==> src/rtl/cm_cntr.sv <==
// cm_cntr: parametrised up/down counter with a programmable [min,max] window,
// multi-step arithmetic, runtime wrap/saturate selection, event pulses, an
// error pulse for illegal configurations, and a sticky event flag.
// All outputs come straight from registers.
module cm_cntr #(
  parameter int              W       = 8,
  parameter int              STEP_W  = 4,
  parameter logic [W-1:0]    RST_VAL = {W{1'b0}}
) (
  input  logic              clk,
  input  logic              rst_n,
  input  logic              i_clr,
  input  logic              i_load,
  input  logic [W-1:0]      i_load_val,
  input  logic              i_en,
  input  logic              i_dir,
  input  logic [STEP_W-1:0] i_step,
  input  logic              i_mode,
  input  logic [W-1:0]      i_min,
  input  logic [W-1:0]      i_max,
  output logic [W-1:0]      o_cnt,
  output logic              o_wrap,
  output logic              o_sat,
  output logic              o_err,
  output logic              o_evt_sticky
);

  localparam logic [W-1:0] ONE_W = W'(1'b1);
  localparam logic [W:0]   ONE_X = (W+1)'(1'b1);

  logic [W-1:0] cnt_r;
  logic         wrap_r;
  logic         sat_r;
  logic         err_r;
  logic         sticky_r;

  logic [W-1:0] cnt_nxt_s;
  logic         wrap_nxt_s;
  logic         sat_nxt_s;
  logic         err_nxt_s;
  logic         sticky_nxt_s;

  // Widened operands: one extra bit so the full window (R = 2^W) and
  // cnt + step never overflow.
  logic [W-1:0] step_w_s;
  logic [W:0]   step_x_s;
  logic [W:0]   cnt_x_s;
  logic [W:0]   min_x_s;
  logic [W:0]   max_x_s;
  logic [W:0]   range_s;
  logic [W:0]   sum_s;
  logic [W:0]   floor_s;

  assign step_w_s = W'(i_step);
  assign step_x_s = {1'b0, step_w_s};
  assign cnt_x_s  = {1'b0, cnt_r};
  assign min_x_s  = {1'b0, i_min};
  assign max_x_s  = {1'b0, i_max};
  assign range_s  = max_x_s - min_x_s + ONE_X;
  assign sum_s    = cnt_x_s + step_x_s;
  assign floor_s  = min_x_s + step_x_s;

  // Next-state computation: clear > load > enabled step, with error checks
  // evaluated before any arithmetic on an enabled step.
  always_comb begin
    cnt_nxt_s    = cnt_r;
    wrap_nxt_s   = 1'b0;
    sat_nxt_s    = 1'b0;
    err_nxt_s    = 1'b0;
    sticky_nxt_s = sticky_r;
    if (i_clr) begin
      cnt_nxt_s    = i_min;
      sticky_nxt_s = 1'b0;
    end else if (i_load) begin
      cnt_nxt_s = i_load_val;
    end else if (i_en) begin
      if (step_w_s == {W{1'b0}}) begin
        cnt_nxt_s = cnt_r;
      end else if (i_min > i_max) begin
        err_nxt_s = 1'b1;
      end else if (step_x_s > range_s) begin
        err_nxt_s = 1'b1;
      end else if (cnt_r < i_min) begin
        cnt_nxt_s = i_min;
        err_nxt_s = 1'b1;
      end else if (cnt_r > i_max) begin
        cnt_nxt_s = i_max;
        err_nxt_s = 1'b1;
      end else if (i_dir) begin
        if (sum_s <= max_x_s) begin
          cnt_nxt_s = sum_s[W-1:0];
        end else if (i_mode) begin
          cnt_nxt_s = i_max;
          sat_nxt_s = 1'b1;
        end else begin
          // True result lies inside the window, so modulo-2^W math is exact.
          cnt_nxt_s  = i_min + (sum_s[W-1:0] - i_max - ONE_W);
          wrap_nxt_s = 1'b1;
        end
      end else begin
        if (cnt_x_s >= floor_s) begin
          cnt_nxt_s = cnt_r - step_w_s;
        end else if (i_mode) begin
          cnt_nxt_s = i_min;
          sat_nxt_s = 1'b1;
        end else begin
          cnt_nxt_s  = i_max - (i_min + step_w_s - cnt_r - ONE_W);
          wrap_nxt_s = 1'b1;
        end
      end
      sticky_nxt_s = sticky_r | wrap_nxt_s | sat_nxt_s;
    end else begin
      cnt_nxt_s = cnt_r;
    end
  end

  // Count and flag registers; reset aborts any pending pulse.
  always_ff @(posedge clk or negedge rst_n) begin
    if (!rst_n) begin
      cnt_r    <= RST_VAL;
      wrap_r   <= 1'b0;
      sat_r    <= 1'b0;
      err_r    <= 1'b0;
      sticky_r <= 1'b0;
    end else begin
      cnt_r    <= cnt_nxt_s;
      wrap_r   <= wrap_nxt_s;
      sat_r    <= sat_nxt_s;
      err_r    <= err_nxt_s;
      sticky_r <= sticky_nxt_s;
    end
  end

  assign o_cnt        = cnt_r;
  assign o_wrap       = wrap_r;
  assign o_sat        = sat_r;
  assign o_err        = err_r;
  assign o_evt_sticky = sticky_r;

endmodule

==> config.mk <==
export PLATFORM = sky130hd
export DESIGN_NAME = cm_cntr
export DESIGN_NICKNAME = d
export VERILOG_FILES = /design/src/rtl/cm_cntr.sv
export SDC_FILE = /design/constraint.sdc
export NUM_CORES = 1
export LEC_CHECK = 0
export ABC_AREA = 1
export BUFFER_PORTS_ARGS = -buffer_cell sky130_fd_sc_hd__buf_2
export CAP_MARGIN = 20
export CORE_UTILIZATION = 55
export DETAILED_ROUTE_END_ITERATION = 6
export GPL_TIMING_DRIVEN = 1
export PLACE_DENSITY_LB_ADDON = 0.3
export SYNTH_ARGS = -nofsm -noshare
export SYNTH_HDL_FRONTEND = slang
export SYNTH_SLANG_ARGS = --single-unit
export TNS_END_PERCENT = 50
==> constraint.sdc <==
create_clock -name clk -period 4.1 [get_ports clk]
set_input_delay 1.23 -clock clk [delete_from_list [all_inputs] [get_ports clk]]
set_output_delay 1.23 -clock clk [all_outputs]
set_load 0.02 [all_outputs]
### Word-level counts from Yosys, hierarchy flattened

Index checks and enable logic that the tools add are counted.

| storage, ports and cells | value |
|---|---|
| bits of input ports | 35 |
| bits in registers | 12 |
| output and inout bits | 12 |
| logic and storage cells | 88 |

| operators by class | value |
|---|---|
| reduce and logical (&&, ||, !) cells | 5 |
| multiplexer cells | 54 |
| order comparisons | 6 |
| equal/unequal tests | 4 |
| bitwise logic cells | 2 |
| add/sub/neg operators | 12 |

Operators with widths:

| operator | count |
|---|---|
| $mux W8 | 13 |
| $mux W1 | 41 |
| $sub A8 B8 Y8 | 3 |
| $add A8 B4 Y9 | 2 |
| $gt A8 B8 Y1 | 2 |
| $sub A8 B1 Y8 const B | 2 |
| $add A9 B1 Y9 const B | 1 |
| $ge A8 B9 Y1 | 1 |
| $gt A4 B9 Y1 | 1 |
| $le A9 B8 Y1 | 1 |
| $ne A3 B3 Y1 const B | 3 |
| $sub A8 B8 Y9 | 1 |
| $add A8 B4 Y8 | 1 |
| $add A8 B8 Y8 | 1 |
| $logic_not A8 Y1 | 1 |
| $lt A8 B8 Y1 | 1 |
| $sub A8 B4 Y8 | 1 |
| $reduce_and A4 Y1 | 1 |
| $reduce_bool A3 Y1 | 1 |
| $ne A2 B2 Y1 const B | 1 |
| $or A1 B1 Y1 | 2 |
| $reduce_and A2 Y1 | 1 |
| $reduce_bool A2 Y1 | 1 |

### Depth between registers and ports, before layout

| logic depth | value |
|---|---|
| depth after elaboration | 17 |
| depth in mapped cells | 27 |
| depth with buffers taken out | 26 |

### Worst setup path before layout

OpenSTA, ideal clock, no wires.

| path | value |
|---|---|
| kind | input to register |
| start | in i_step[0] |
| end | reg cnt_r[6], in the netlist o_cnt[6] |
| buffers on the path | 0 |
| data required time | 3978 ps |
| cell stages on the path | 22 |
| arrival time | 4040 ps |
| setup slack | -62 ps |
| library setup time | 122 ps |
| cells stage by stage | ha_1 -> fa_1 -> nand3_1 -> nand2_1 -> nand2_1 -> and2_1 -> inv_1 -> fa_1 -> inv_1 -> ha_1 -> nand2_1 -> or2_2 -> nand3_1 -> nand2_1 -> nand3_1 -> o21ai_0 -> nand2_1 -> nand3_1 -> nand3_1 -> nand3_1 -> nand2_1 -> a21oi_1 |

| between the ends | value |
|---|---|
| word-level cells in the longest chain between the ends | 15 |
| elaborated cells between the ends (all ways) | 30 |
| classes of those cells | add/sub (10); order compare (3); eq/ne (2); mux (13); reduce/logical (2) |

Ends and longest elaborated chain:

| what | RTL line | source |
|---|---|---|
| start: declaration | 17 | `input logic [STEP_W-1:0] i_step,` |
| $add A8 B4 Y8 / $add A8 B4 Y9 (equally long branches) | 107, 60 |  |
| $sub A8 B8 Y8 (on tied branches) | 107, 97 |  |
| $sub A8 B1 Y8 (on tied branches) | 107, 97 |  |
| $sub A8 B8 Y8 / $add A8 B8 Y8 (equally long branches) | 107, 97 |  |
| $mux W8 (on tied branches) | 103, 92 |  |
| $mux W8 (on tied branches) | 101, 90 |  |
| $mux W8 | 89 | `end else if (i_dir) begin` |
| $mux W8 | 86 | `end else if (cnt_r > i_max) begin` |
| $mux W8 | 83 | `end else if (cnt_r < i_min) begin` |
| $mux W8 | 81 | `end else if (step_x_s > range_s) begin` |
| $mux W8 | 79 | `end else if (i_min > i_max) begin` |
| $mux W8 | 77 | `if (step_w_s == {W{1'b0}}) begin` |
| $mux W8 | 76 | `end else if (i_en) begin` |
| $mux W8 | 74 | `end else if (i_load) begin` |
| $mux W8 | 71 | `if (i_clr) begin` |
| end signal: assignment | 126 | `cnt_r <= cnt_nxt_s;` |
| end: declaration | 31 | `logic [W-1:0] cnt_r;` |

Parallel ways exist; a longest one is shown, timed or not. The select of a mux whose other input is x is not followed.
A chain may end at the register's enable or synchronous reset.

### Final worst setup path

| path | value |
|---|---|
| start | in i_step[0] |
| end | reg cnt_r[4], in the netlist o_cnt[4] |

The elaborated chain is that of the path after synthesis.

==> results.rst <==
.. list-table::
   :header-rows: 1

   * - Metric
     - Value
   * - Maximum number of pins on one net before global-route repair
     - 19
   * - Filler Cells Inserted
     - 600
   * - Height of the die
     - around 92 microns
   * - Synthesized instance count
     - around 700
   * - Maximum level of the CTS H-tree
     - 1
   * - Core area
     - approximately 7800 sq um
   * - Share of synthesized area spent on multiplexers
     - less than 1%
   * - Cell with the largest stage delay on the worst path
     - fa_2
   * - Worst IR drop on VDD
     - 0.000373 V
   * - Final antenna diode count
     - 0
   * - DRT antenna net count
     - 0
   * - Starting density of the core
     - between 50% and 60%
   * - Rel. slew slack
     - between 50% and 60%
   * - Boundary pin count
     - 47
   * - Pre-CTS setup slack
     - -567 ps
   * - Number of placed instances with taps included
     - approximately 900
   * - Mapped Area
     - between 4000 and 5000 sq um
   * - Setup Crit Path Kind
     - input pin to flip-flop
   * - Area of placed instances
     - between 5000 and 6000 sq um
   * - Main combinational cell family by area after synthesis
     - adder cells
   * - Path type of the worst min-delay path
     - flip-flop to flip-flop
   * - Largest fanout on the critical path
     - 3
   * - Number of DRC markers in iteration 0
     - 413
   * - Clock tree from TritonCTS
     - done
   * - Simple-gate share of the synthesized area
     - a little under a third
   * - Global-route wire length before repair
     - 26,500 microns
   * - Adder-Cell Fraction of Synth Area
     - between 30 and 40%
   * - Endpoint class of the critical path
     - flip-flop
   * - HPWL after detailed placement
     - ~13,000 microns
   * - Unrepaired setup endpoints after global routing
     - yes
   * - Final Hold Violating Endpoints
     - 0
   * - Data required, critical path
     - about 4300 ps
   * - Switching power
     - approximately 1200 uW
   * - CTS Sinks
     - 12
   * - Layout Skew
     - between 2 and 2.5 ps
   * - Sequential share of the synthesized area
     - approximately 6.7%
   * - Weighted congestion at the end of routability-driven global placement
     - approximately 1.1
   * - Part of the power in the clock network
     - 5.7%
   * - Pwr dens
     - just under 400 nW/um^2
   * - Count of maximum capacitance violations
     - 0
   * - Post-synthesis xor/xnor area fraction
     - just under 4%
   * - Worst-skew pair later-pin latency
     - around 250 ps
   * - Minimum setup slack in the final design
     - -23.2 ps
   * - Most used flip-flop cell after synthesis
     - dfrtp_1
   * - Distinct cell type count of the synthesized netlist
     - between 40 and 50
   * - CTS clk-pin slew, worst paths
     - 50 ps
   * - DR vias
     - 5,237
   * - Cell occurring most often along the worst timing path
     - buf_4
   * - Status
     - complete, but fails checks
   * - Compound-Gate Fraction of Synth Area
     - between 10 and 15%
   * - Pins Over Slew Limit
     - 0
   * - WHS
     - around 480 ps
   * - Clock buffer depth
     - 2
   * - Post-synthesis average cell area
     - 6.59 sq um
   * - Worst hold stages
     - 2
   * - Minimum clock period
     - about 4100 ps
   * - Antenna violations before repair
     - 0
   * - Routed wire length
     - 16,700 microns
   * - Die extent in x
     - 92.5 microns
   * - Design internal power
     - roughly 1100 uW
   * - Data arrival time of the critical path
     - 4300 ps
   * - Worst Reg2Reg Path Length in Cells
     - 26
   * - Accumulated negative setup slack
     - -23.2 ps
   * - Number of synthesized register bits
     - 12
   * - Highest clock rate
     - ~0.24 GHz
   * - Proportion of layout cells with a drive suffix above 1
     - a little under a third
   * - Rows
     - 32
   * - Remaining global-route overflow
     - 0
   * - Cell types occupying the most area after synthesis
     - ha_1 23%, nand2_1 14%, fa_1 11%
   * - Share of total power in combinational logic
     - just under 90%
   * - Number of global-route vias before repair
     - about 5.2k
   * - Final design area excluding fillers
     - around 6000 sq um
   * - Number of buffers created by CTS
     - 3
   * - Non-filler cells, final
     - slightly above 900
   * - Port bufs
     - 46
   * - DRC violations left
     - 0
   * - Failing checks
     - negative setup slack
   * - Growth of design area from synthesis to finish
     - 34.2%
   * - Actual slew at the worst max-slew pin
     - between 600 and 700 ps
   * - Full die area
     - 8560 sq um
   * - Portion of the clock cycle consumed by the worst path in the final layout
     - 101%
   * - Reg-to-reg slack, setup
     - 480 ps
   * - Number of failing setup endpoints in the final timing report
     - 1
   * - Cell accounting for the most synthesized area
     - ha_1
   * - First-pass iteration count of the detailed router
     - 7
   * - Root Driver
     - clkbuf_8
   * - Proportion of register bits with asynchronous set or reset after synthesis
     - between 90% and 100%
   * - Average detailed-routed wire length per instance
     - approximately 18 microns
   * - CP peak stage delay
     - ~340 ps
   * - Routed vias/inst
     - 5.65
   * - Seq pwr share
     - 7.6%
   * - Leakage power total
     - roughly 0.0033 uW
   * - Total of warnings raised by yosys
     - 0
   * - Number of enable-type register cells in the synthesized netlist
     - 0
   * - Total number of nets in the final design
     - 970
   * - Total GRT Usage
     - 40.5%
   * - Area fraction of the dominant cell type after synthesis
     - 23.3%
   * - Startpoint class of the critical path
     - input pin
   * - Switching fraction of total power
     - between 50% and 60%
   * - Total nets after synthesis
     - about 830
critical path: cells and delay by family:
kind | cells | cell delay [ps]
buf+inv | 14 | 1590
simple gates | 10 | 860
fa+ha+maj | 2 | 490
compound gates | 1 | 130
cell usage in the layout, fill, tap and decap left out, types with 3 or more instances in the layout:
cell type	synthesis	layout
a21oi_1	43	36
a21oi_2	8	12
a21oi_4	0	3
buf_2	4	43
buf_4	1	103
clkbuf_8	1	4
dfrtp_1	12	12
fa_1	25	20
fa_2	0	5
ha_1	84	71
ha_4	0	11
inv_1	124	110
inv_2	0	11
nand2_1	162	146
nand2_2	6	19
nand2_4	0	3
nand3_1	70	59
nand3_2	2	13
nand4_1	16	16
nor2_1	28	24
nor2_2	1	3
nor2_4	1	3
o211ai_1	4	4
o21ai_0	40	33
o21ai_1	1	8
xnor2_1	5	3
xor2_1	15	13
power groups by stage:
| stage | combinational, uW | sequential (uW) | clock [uW] |
|---|---|---|---|
| final | 2040 | 178 | 134 |
| after global routing | 2250 | 178 | 139 |
| after CTS | 1900 | 174 | 134 |
| after detailed placement | 1700 | 174 | 0 |
| after global placement | 1640 | 173 | 0 |
| after floorplan | 1110 | 181 | 0 |
per-stage QoR:
step / total power [uW] / utilization, %
final: 2360 / 77.4
after global routing: 2570 / 77.4
after CTS: 2200 / 74.5
after detailed placement: 1880 / 70.0
after global placement: 1820 / 70.0
after floorplan: 1290 / -
state kept, by name, summed over array words and instances, names as in the netlist:
name and flops:
o_err 1, o_wrap 1, o_sat 1, o_evt_sticky 1
o_cnt 8
Yosys cell counts (5+ instances only):
cell     instances
a21oi_1         43
a21oi_2          8
dfrtp_1         12
fa_1            25
ha_1            84
inv_1          124
nand2_1        162
nand2_2          6
nand3_1         70
nand4_1         16
nor2_1          28
o21ai_0         40
xnor2_1          5
xor2_1          15
worst paths after layout:
kind / start / endpoint
min: o_evt_sticky / o_evt_sticky
max reg2reg: o_cnt[3] / o_cnt[4]
min reg2reg: o_evt_sticky / o_evt_sticky
max in group asynchronous: rst_n / o_cnt[7]
min in group asynchronous: rst_n / o_cnt[3]
max: i_step[0] / o_cnt[4]
per-layer routing:
metal | up-vias | GRT usage, % | wire length, microns
met4 | 0 | 19.0 | 902
met3 | 67 | 4.52 | 1370
met2 | 260 | 69.3 | 7700
li1 | 2509 | - | -
met1 | 2401 | 50.6 | 6760
met5 | - | 0 | 0
area by class of cell:
cell class                 instances  area, sq um  share of cell area (%)
timing repair buffer             149         1030                    17.0
inverter                         125          478                    7.91
sequential                        12          300                    4.97
clock buffer                       4         55.1                   0.911
multi-input combinational        535         4060                    67.1
tap                              102          128                    2.11
cells by family after synthesis:
| logic type | Yosys count |
|---|---|
| multiplexers | 1 |
| flip-flops | 12 |
| XOR/XNOR | 20 |
| AO/OA/AOI/OAI | 103 |
| adder cells (fa/ha/maj) | 109 |
| buffers and inverters | 137 |
| AND/OR/NAND/NOR | 301 |
repair_timing:
item,CTS,global route
setup buffers,16,1
hold buffers,0,0
gates resized for setup,52,48
pin swaps,37,29
endpoints found under the setup margin,11,12
cloned,1,0
Power figures use the tool's default switching activity.
